File: src/rtl/lsu_pkg.sv
// Shared definitions for the load/store unit: operation encodings, FSM states
// and the alignment rules used by the check stage.
package lsu_pkg;

  localparam int MEM_LAT_MAX = 4;
  // Wide enough to count RD cycles 0..MEM_LAT_MAX-1
  localparam int CNT_W = 2;

  typedef enum logic [2:0] {
    OP_LW  = 3'd0,
    OP_LH  = 3'd1,
    OP_LHU = 3'd2,
    OP_LB  = 3'd3,
    OP_LBU = 3'd4,
    OP_SW  = 3'd5,
    OP_SH  = 3'd6,
    OP_SB  = 3'd7
  } lsu_op_e;

  typedef enum logic [2:0] {
    ST_IDLE = 3'd0,
    ST_CHK  = 3'd1,
    ST_RD   = 3'd2,
    ST_WR   = 3'd3,
    ST_DONE = 3'd4
  } lsu_state_e;

  // Word accesses need addr[1:0]==0, halfword accesses need addr[0]==0
  function automatic logic is_misaligned(lsu_op_e op, logic [1:0] off);
    case (op)
      OP_LW, OP_SW:         is_misaligned = (off != 2'b00);
      OP_LH, OP_LHU, OP_SH: is_misaligned = off[0];
      default:              is_misaligned = 1'b0;
    endcase
  endfunction

  function automatic logic is_store(lsu_op_e op);
    is_store = (op == OP_SW) || (op == OP_SH) || (op == OP_SB);
  endfunction

endpackage

File: src/rtl/ls_lane_align.sv
// Combinational lane handling: extracts and extends the addressed byte or
// halfword of a read word for loads, and merges store data into the addressed
// lane(s) of a read word for sub-word stores. Lanes are little-endian.
module ls_lane_align
  import lsu_pkg::*;
(
  input  logic [2:0]  op,
  input  logic [1:0]  byte_off,
  input  logic [31:0] rdata,
  input  logic [31:0] store_data,
  output logic [31:0] load_ext,
  output logic [31:0] merged
);

  lsu_op_e     op_e;
  logic [7:0]  lane_b;
  logic [15:0] lane_h;

  assign op_e   = lsu_op_e'(op);
  assign lane_b = rdata[{byte_off, 3'b000} +: 8];
  assign lane_h = byte_off[1] ? rdata[31:16] : rdata[15:0];

  // Select the addressed lane and sign- or zero-extend it to 32 bits
  always_comb begin
    load_ext = rdata;
    case (op_e)
      OP_LH:   load_ext = {{16{lane_h[15]}}, lane_h};
      OP_LHU:  load_ext = {16'h0000, lane_h};
      OP_LB:   load_ext = {{24{lane_b[7]}}, lane_b};
      OP_LBU:  load_ext = {24'h000000, lane_b};
      default: load_ext = rdata;
    endcase
  end

  // Each byte lane independently decides whether it takes store data or
  // keeps the byte that was read back from memory
  for (genvar gi = 0; gi < 4; gi++) begin : g_lane
    localparam logic [1:0] LANE = 2'(gi);
    logic       hit;
    logic [7:0] src;

    // Lane hit and source byte for the current store type
    always_comb begin
      hit = 1'b0;
      src = store_data[7:0];
      case (op_e)
        OP_SW: begin
          hit = 1'b1;
          src = store_data[8*gi +: 8];
        end
        OP_SH: begin
          hit = (byte_off[1] == LANE[1]);
          src = store_data[8*(gi%2) +: 8];
        end
        OP_SB: hit = (byte_off == LANE);
        default: hit = 1'b0;
      endcase
    end

    assign merged[8*gi +: 8] = hit ? src : rdata[8*gi +: 8];
  end

endmodule

File: src/rtl/load_store_unit.sv
// Multicycle load/store engine between the control FSM and a word-addressed
// data memory. One access per start pulse; sub-word stores are done as a
// read-modify-write of the containing word.
module load_store_unit
  import lsu_pkg::*;
#(
  parameter int MEM_LAT = 1  // read latency in cycles, legal 1..MEM_LAT_MAX
) (
  input  logic        clk,
  input  logic        reset,
  input  logic        start,
  input  logic [2:0]  op,
  input  logic [31:0] addr,
  input  logic [31:0] store_data,
  input  logic [31:0] mem_rdata,
  output logic [31:0] mem_addr,
  output logic        mem_wr,
  output logic [31:0] mem_wdata,
  output logic        busy,
  output logic        done,
  output logic [31:0] load_data,
  output logic        addr_err
);

  localparam logic [CNT_W-1:0] CNT_LAST = CNT_W'(MEM_LAT - 1);

  lsu_state_e       state_q;
  lsu_op_e          op_q;
  logic [31:0]      addr_q;
  logic [31:0]      sdata_q;
  logic [CNT_W-1:0] cnt_q;
  logic             busy_q;
  logic             done_q;
  logic             wr_q;
  logic [31:0]      wdata_q;
  logic [31:0]      load_data_q;
  logic             addr_err_q;

  logic [31:0]      load_data_d;
  logic [31:0]      wdata_d;

  // Lane logic works on the live memory word so the read data is consumed
  // on the same edge that ends the RD phase
  ls_lane_align u_align (
    .op         (op_q),
    .byte_off   (addr_q[1:0]),
    .rdata      (mem_rdata),
    .store_data (sdata_q),
    .load_ext   (load_data_d),
    .merged     (wdata_d)
  );

  // Control FSM with latency counter, operand latches and registered outputs
  always_ff @(posedge clk) begin
    if (!reset) begin
      state_q     <= ST_IDLE;
      op_q        <= OP_LW;
      addr_q      <= 32'h0;
      sdata_q     <= 32'h0;
      cnt_q       <= '0;
      busy_q      <= 1'b0;
      done_q      <= 1'b0;
      wr_q        <= 1'b0;
      wdata_q     <= 32'h0;
      load_data_q <= 32'h0;
      addr_err_q  <= 1'b0;
    end else begin
      done_q <= 1'b0;
      wr_q   <= 1'b0;
      case (state_q)
        ST_IDLE: begin
          if (start) begin
            op_q       <= lsu_op_e'(op);
            addr_q     <= addr;
            sdata_q    <= store_data;
            addr_err_q <= 1'b0;
            busy_q     <= 1'b1;
            state_q    <= ST_CHK;
          end
        end
        ST_CHK: begin
          if (is_misaligned(op_q, addr_q[1:0])) begin
            addr_err_q <= 1'b1;
            done_q     <= 1'b1;
            state_q    <= ST_DONE;
          end else if (op_q == OP_SW) begin
            // Full-word store needs no read; merge passes store data through
            wr_q    <= 1'b1;
            wdata_q <= wdata_d;
            state_q <= ST_WR;
          end else begin
            cnt_q   <= '0;
            state_q <= ST_RD;
          end
        end
        ST_RD: begin
          if (cnt_q == CNT_LAST) begin
            if (is_store(op_q)) begin
              wr_q    <= 1'b1;
              wdata_q <= wdata_d;
              state_q <= ST_WR;
            end else begin
              load_data_q <= load_data_d;
              done_q      <= 1'b1;
              state_q     <= ST_DONE;
            end
          end else begin
            cnt_q <= cnt_q + 1'b1;
          end
        end
        ST_WR: begin
          done_q  <= 1'b1;
          state_q <= ST_DONE;
        end
        ST_DONE: begin
          busy_q  <= 1'b0;
          state_q <= ST_IDLE;
        end
        default: state_q <= ST_IDLE;
      endcase
    end
  end

  assign mem_addr  = {addr_q[31:2], 2'b00};
  // A write still pending when reset is pulled low must not reach memory
  // on the reset edge, so the strobe is qualified by reset as well
  assign mem_wr    = wr_q & reset;
  assign mem_wdata = wdata_q;
  assign busy      = busy_q;
  assign done      = done_q;
  assign load_data = load_data_q;
  assign addr_err  = addr_err_q;

endmodule

File: config.mk
export PLATFORM = sky130hd
export DESIGN_NAME = load_store_unit
export DESIGN_NICKNAME = d
export VERILOG_FILES = /design/src/rtl/lsu_pkg.sv /design/src/rtl/ls_lane_align.sv /design/src/rtl/load_store_unit.sv
export SDC_FILE = /design/constraint.sdc
export NUM_CORES = 1
export LEC_CHECK = 0
export BUFFER_PORTS_ARGS = -buffer_cell sky130_fd_sc_hd__buf_2
export CORE_UTILIZATION = 45
export DETAILED_ROUTE_END_ITERATION = 10
export GPL_TIMING_DRIVEN = 0
export PLACE_DENSITY = 0.81
export SETUP_SLACK_MARGIN = 0.02
export SLEW_MARGIN = 20
export SYNTH_ARGS = -nofsm -noshare
export SYNTH_HDL_FRONTEND = slang
export SYNTH_SLANG_ARGS = --single-unit
export TNS_END_PERCENT = 50
File: constraint.sdc
create_clock -name clk -period 2.95 [get_ports clk]
set_clock_uncertainty 0.05 [all_clocks]
set_input_delay 0.885 -clock clk [delete_from_list [all_inputs] [get_ports clk]]
set_output_delay 0.885 -clock clk [all_outputs]
set_load 0.01 [all_outputs]
Yosys cells after proc, flatten, opt, wreduce, memory -nomap -nowiden. Index checks and enable logic that the tools add are counted. Widths: inputs -> output; s select.

Bits in registers: 140.

$add $sub $neg: 1. Equality and inequality tests: 22. Shift-type cells: 1. Mux-type cells: 45. Bitwise gates (word level): 3. Reductions and logical operators: 20.

Operator list (count): $mux 32 (4); $pmux 32 s4 (1); $pmux 32 s2 (1); $mux 8 (6); $shiftx 32x6->8 (1); $mux 16 (1); $ne 2x2->1 const B (8); $pmux 8 s2 (1); $eq 3x3->1 const B (5); $pmux 1 s3 (5); $mux 1 (13); $eq 3x2->1 const B (4); $mux 3 (4); $pmux 3 s4 (1); $pmux 1 s2 (4); $reduce_bool 2->1 (4); $eq 3x1->1 const B (2); $logic_not 3->1 (2); $mux 2 (3); $reduce_and 2->1 (3); $reduce_and 3->1 (2); $reduce_and 5->1 (1); $eq 2x2->1 const B (2); $logic_not 2->1 (2); other kinds (9) (12).

Logic depth before layout (Yosys ltp).
Word-level depth: 7. Depth in mapped cells: 8. Depth with buffers taken out: 6.

Hierarchy. Synthesis repeated with hierarchy kept, for this count alone.

Cell total of the unflattened synthesis: 894. Area, all modules: 7126.8 um^2.

Modules (own cells, without submodules): load_store_unit (times used 1, cells an instance 663, area each 5388.9 um^2, seq. area each 2802.7 um^2); ls_lane_align (times used 1, cells an instance 231, area each 1737.9 um^2, seq. area each 0.0 um^2).

Least setup slack after synthesis. Ideal clock, no wire load.

Path type: input-to-reg. From: in mem_rdata[31]. To: reg load_data_q[20] (netlist: load_data[20]). Setup time: 122 ps. Data arrival time: 2110 ps. Path slack: 668 ps. Cell stages on the path: 4. Path buffers: 1. Cell sequence: mux4_2 -> a2111oi_4 -> buf_2 -> a21oi_1.

Cells in the longest elaborated chain, start to end: 2.

Ends and longest elaborated chain: start, declared (line load_store_unit.sv:15) `input logic [31:0] mem_rdata,`; $shiftx 32x6->8 or $mux 16 (tied branches) (line ls_lane_align.sv:20, ls_lane_align.sv:21); $pmux 32 s4 (*) (line ls_lane_align.sv:26) `case (op_e)`; end signal, assigned (line load_store_unit.sv:103) `load_data_q <= load_data_d;`; end, declared (line load_store_unit.sv:36) `logic [31:0] load_data_q;`.

Every way passes the cells marked *; elsewhere a longest branch is shown, timed or not. A chain may end at the register's enable or synchronous reset.

Worst setup path in the final report.
From: reg cnt_q[0]. To: reg load_data_q[13] (netlist: load_data[13]).

Cells in the longest elaborated chain, start to end: 2.

Ends and longest elaborated chain: start, declared (line load_store_unit.sv:31) `logic [CNT_W-1:0] cnt_q;`; start signal, assigned (line load_store_unit.sv:108) `cnt_q <= cnt_q + 1'b1;`; $logic_not 2->1 (line load_store_unit.sv:97) `if (cnt_q == CNT_LAST) begin`; $reduce_and 3->1 (no source line).

No other way between the ends.

==> impl_metrics.ini <==
[critical_path]
path_max_fanout = 10
arrival_ns = 2.78
slowest_stage = nor4bb_1
critPathRequiredTime_ns = 3.19
path_class = flop to flop
crit_chain = inv_1, ha_1, nor4bb_1, nand2_1, clkbuf_1, a22oi_1, o22ai_1
path_buf_inv = 2
crit_path_start_kind = flop
slowest_delay_ns = 0.65
cp_top_family = simple AND/OR/NAND/NOR gates
critPathCaptureType = flop

[clocking]
post-cts-setup-buffer-count = 0
cts.sinks = 140
cts_max_level = 4
cts_tree = done
numCtsBuffers = 17
worstSkewPairLatency_ns = 0.42
cts.repair.resized = 0
cts.root.buffer_cell = clkbuf_16
clkSlewWorstSetupHoldPaths_ns = 0.06
clockBufferDepth = 2
cts_hold_buffers = 0

[logic_synthesis]
synth_xor_area_frac = 0.00129
async_reset_ff_frac = 0
ys_seq_area_frac = 0.414
synthesis.instances = 838
yosysWarnings = 0
synth_flop_cell = dfxtp_1
ys_types = 64
synth_compound_area_frac = 0.246
synth_top_family_by_area = compound AO/OA/AOI/OAI gates
syn_area_per_cell_sq_um = 8.08
synth-edff-count = 0
synth_fa_ha_area_frac = 0.00333
syn-cell-area_sq_um = 6770
yosys.area_share.simple = 0.178
synth_seq_cells = 140
muxShareOfSynthArea = 0.0702

[cells_and_area]
diodes = 0
design_area_sq_um = 8680
final_cell_mix = buf_2 (210), nand2_1 (188), dfxtp_1 (140)
final_common_cell = buf_2
syn_to_final_growth_pct = 28.2
nNetsFinal = 1159
drive_above_1_share = 0.287

[die]
die_h_microns = 125
die_x_microns = 125
core_area_sq_um = 14600
pin_count = 202
rows = 44
start_util = 0.464
die-area_sq_um = 15500

[timing]
hold_viol_final = 0
slew_viol_final = 0
slew_headroom = 0.427
rsz0062_at_grt = false
fin_crit_ns = 2.54
final-setup-viol-count = 0
worstMarginPinSlew_ns = 0.860
max_freq_mhz = 393
min_period_over_period = 0.862
whs_ns = 0.402
tns_ns = 0
setup_slack_ns = 0.407

[place]
post-dp-hpwl_mm = 16.6
portBuffers = 198
placed_area_sq_um = 7990
pre_cts_slack_ns = 0.0968
place.gp.congestion = 0.971

[run_status]
outcome = finished, final reports clean

[routing]
drc = 0
num_vias = 7120
drt-initial-drc-count = 680
via_per_inst = 5.68
first_pass_iters = 5
post_drt_wl_per_cell_microns = 18.0
wl_mm = 22.5
antenna_left = 0

[run]
max-cap-violations = 0

[global_route]
grt_max_degree = 17
grt_pass1_vias = 6515
antenna_found_initial = 0
grt_pass1_wl_mm = 34.6
grt.total_usage = 0.286
grt-ovfl-total = 0

[pwr]
p_leak_uw = 0.00373
peakVddDrop_uv = 433
power_density_nw_per_um2 = 680

[worst_hold_path]
hold_class = flop to flop
## per-stage QoR
stage	cells	total power (uW)	util
6_report	1253	5900	0.595
5_1_grt	1253	6130	0.595
3_5_place_dp	1221	3430	0.548
2_1_floorplan	839	2980	-
4_1_cts	1253	5890	0.595
3_3_place_gp	1221	3410	0.548
## flip-flops by register name, indices dropped and copies added, names as in the netlist, 2 cells and up
register / count
addr_q: 32
cnt_q: 2
load_data: 32
mem_wdata: 32
op_q: 3
sdata_q: 32
state_q: 3
## tightest hold or removal path, cell delays in order, from the launching register on
cell     delay, ns
dfxtp_1       0.30
nand2_1       0.05
a21oi_1       0.05
## final cells by class
type                    count  area, sq um
flip-flops and latches    140         2800
well taps                 184          230
repair buffers            198          991
fillers                  1325         5910
inverters                   8         30.0
multi-input cells         586         3380
plain buffers             105          556
clock inverters            10          210
clock buffers              22          474
## report_power, final
part / internal, uW / switching, uW
logic: 484 / 744
registers: 2070 / 124
clock network: 1650 / 817
## metal layers
layer,up-vias,GRT usage,share of wire
met1,3281,0.367,0.41
met5,-,0,0
met2,400,0.438,0.44
met4,0,0.133,0.038
li1,3375,-,-
met3,64,0.0872,0.11
## cell usage after synthesis (2+ instances only)
| cell type | n | area share |
|---|---|---|
| a211oi_1 | 9 | 0.010 |
| a21o_1 | 2 | 0.0022 |
| a21oi_1 | 126 | 0.093 |
| a21oi_2 | 2 | 0.0026 |
| a22oi_1 | 8 | 0.0089 |
| a311oi_1 | 8 | 0.010 |
| a31oi_1 | 12 | 0.011 |
| and2_1 | 2 | 0.0018 |
| and3_1 | 4 | 0.0037 |
| buf_1 | 6 | 0.0033 |
| buf_2 | 12 | 0.0089 |
| buf_4 | 37 | 0.041 |
| clkbuf_1 | 49 | 0.027 |
| dfxtp_1 | 140 | 0.41 |
| inv_1 | 8 | 0.0044 |
| mux2_2 | 16 | 0.027 |
| mux2i_1 | 25 | 0.037 |
| nand2_1 | 188 | 0.10 |
| nand2b_1 | 6 | 0.0055 |
| nand4b_1 | 8 | 0.010 |
| nor2_1 | 17 | 0.0094 |
| nor3_1 | 2 | 0.0015 |
| nor3b_1 | 19 | 0.021 |
| o211ai_1 | 9 | 0.010 |
| o21a_1 | 2 | 0.0022 |
| o21ai_0 | 45 | 0.033 |
| o21ai_1 | 2 | 0.0015 |
| o22ai_1 | 25 | 0.023 |
| o32ai_1 | 9 | 0.012 |
| or2_2 | 2 | 0.0018 |
| or3_1 | 4 | 0.0037 |
| or3b_1 | 2 | 0.0026 |
## cells by family after synthesis
kind of cell               count (synthesis)
DFF                                      140
and+or+nand+nor                          263
muxes                                     43
adders and majority gates                  2
xor gates and xnor gates                   1
buffers and inverters                    113
other                                      1
AOI/OAI and AO/OA                        275
## final timing paths
kind / slack, ns / to / start / depth (start not counted)
worst min-delay path: 0.40 / addr_q[27] / addr_q[27] / 2
worst min register to register: 0.40 / addr_q[27] / addr_q[27] / 2
worst max register to register: 0.41 / load_data[13] / cnt_q[0] / 7
worst max-delay path: 0.41 / load_data[13] / cnt_q[0] / 7
Power figures use the tool's default switching activity.
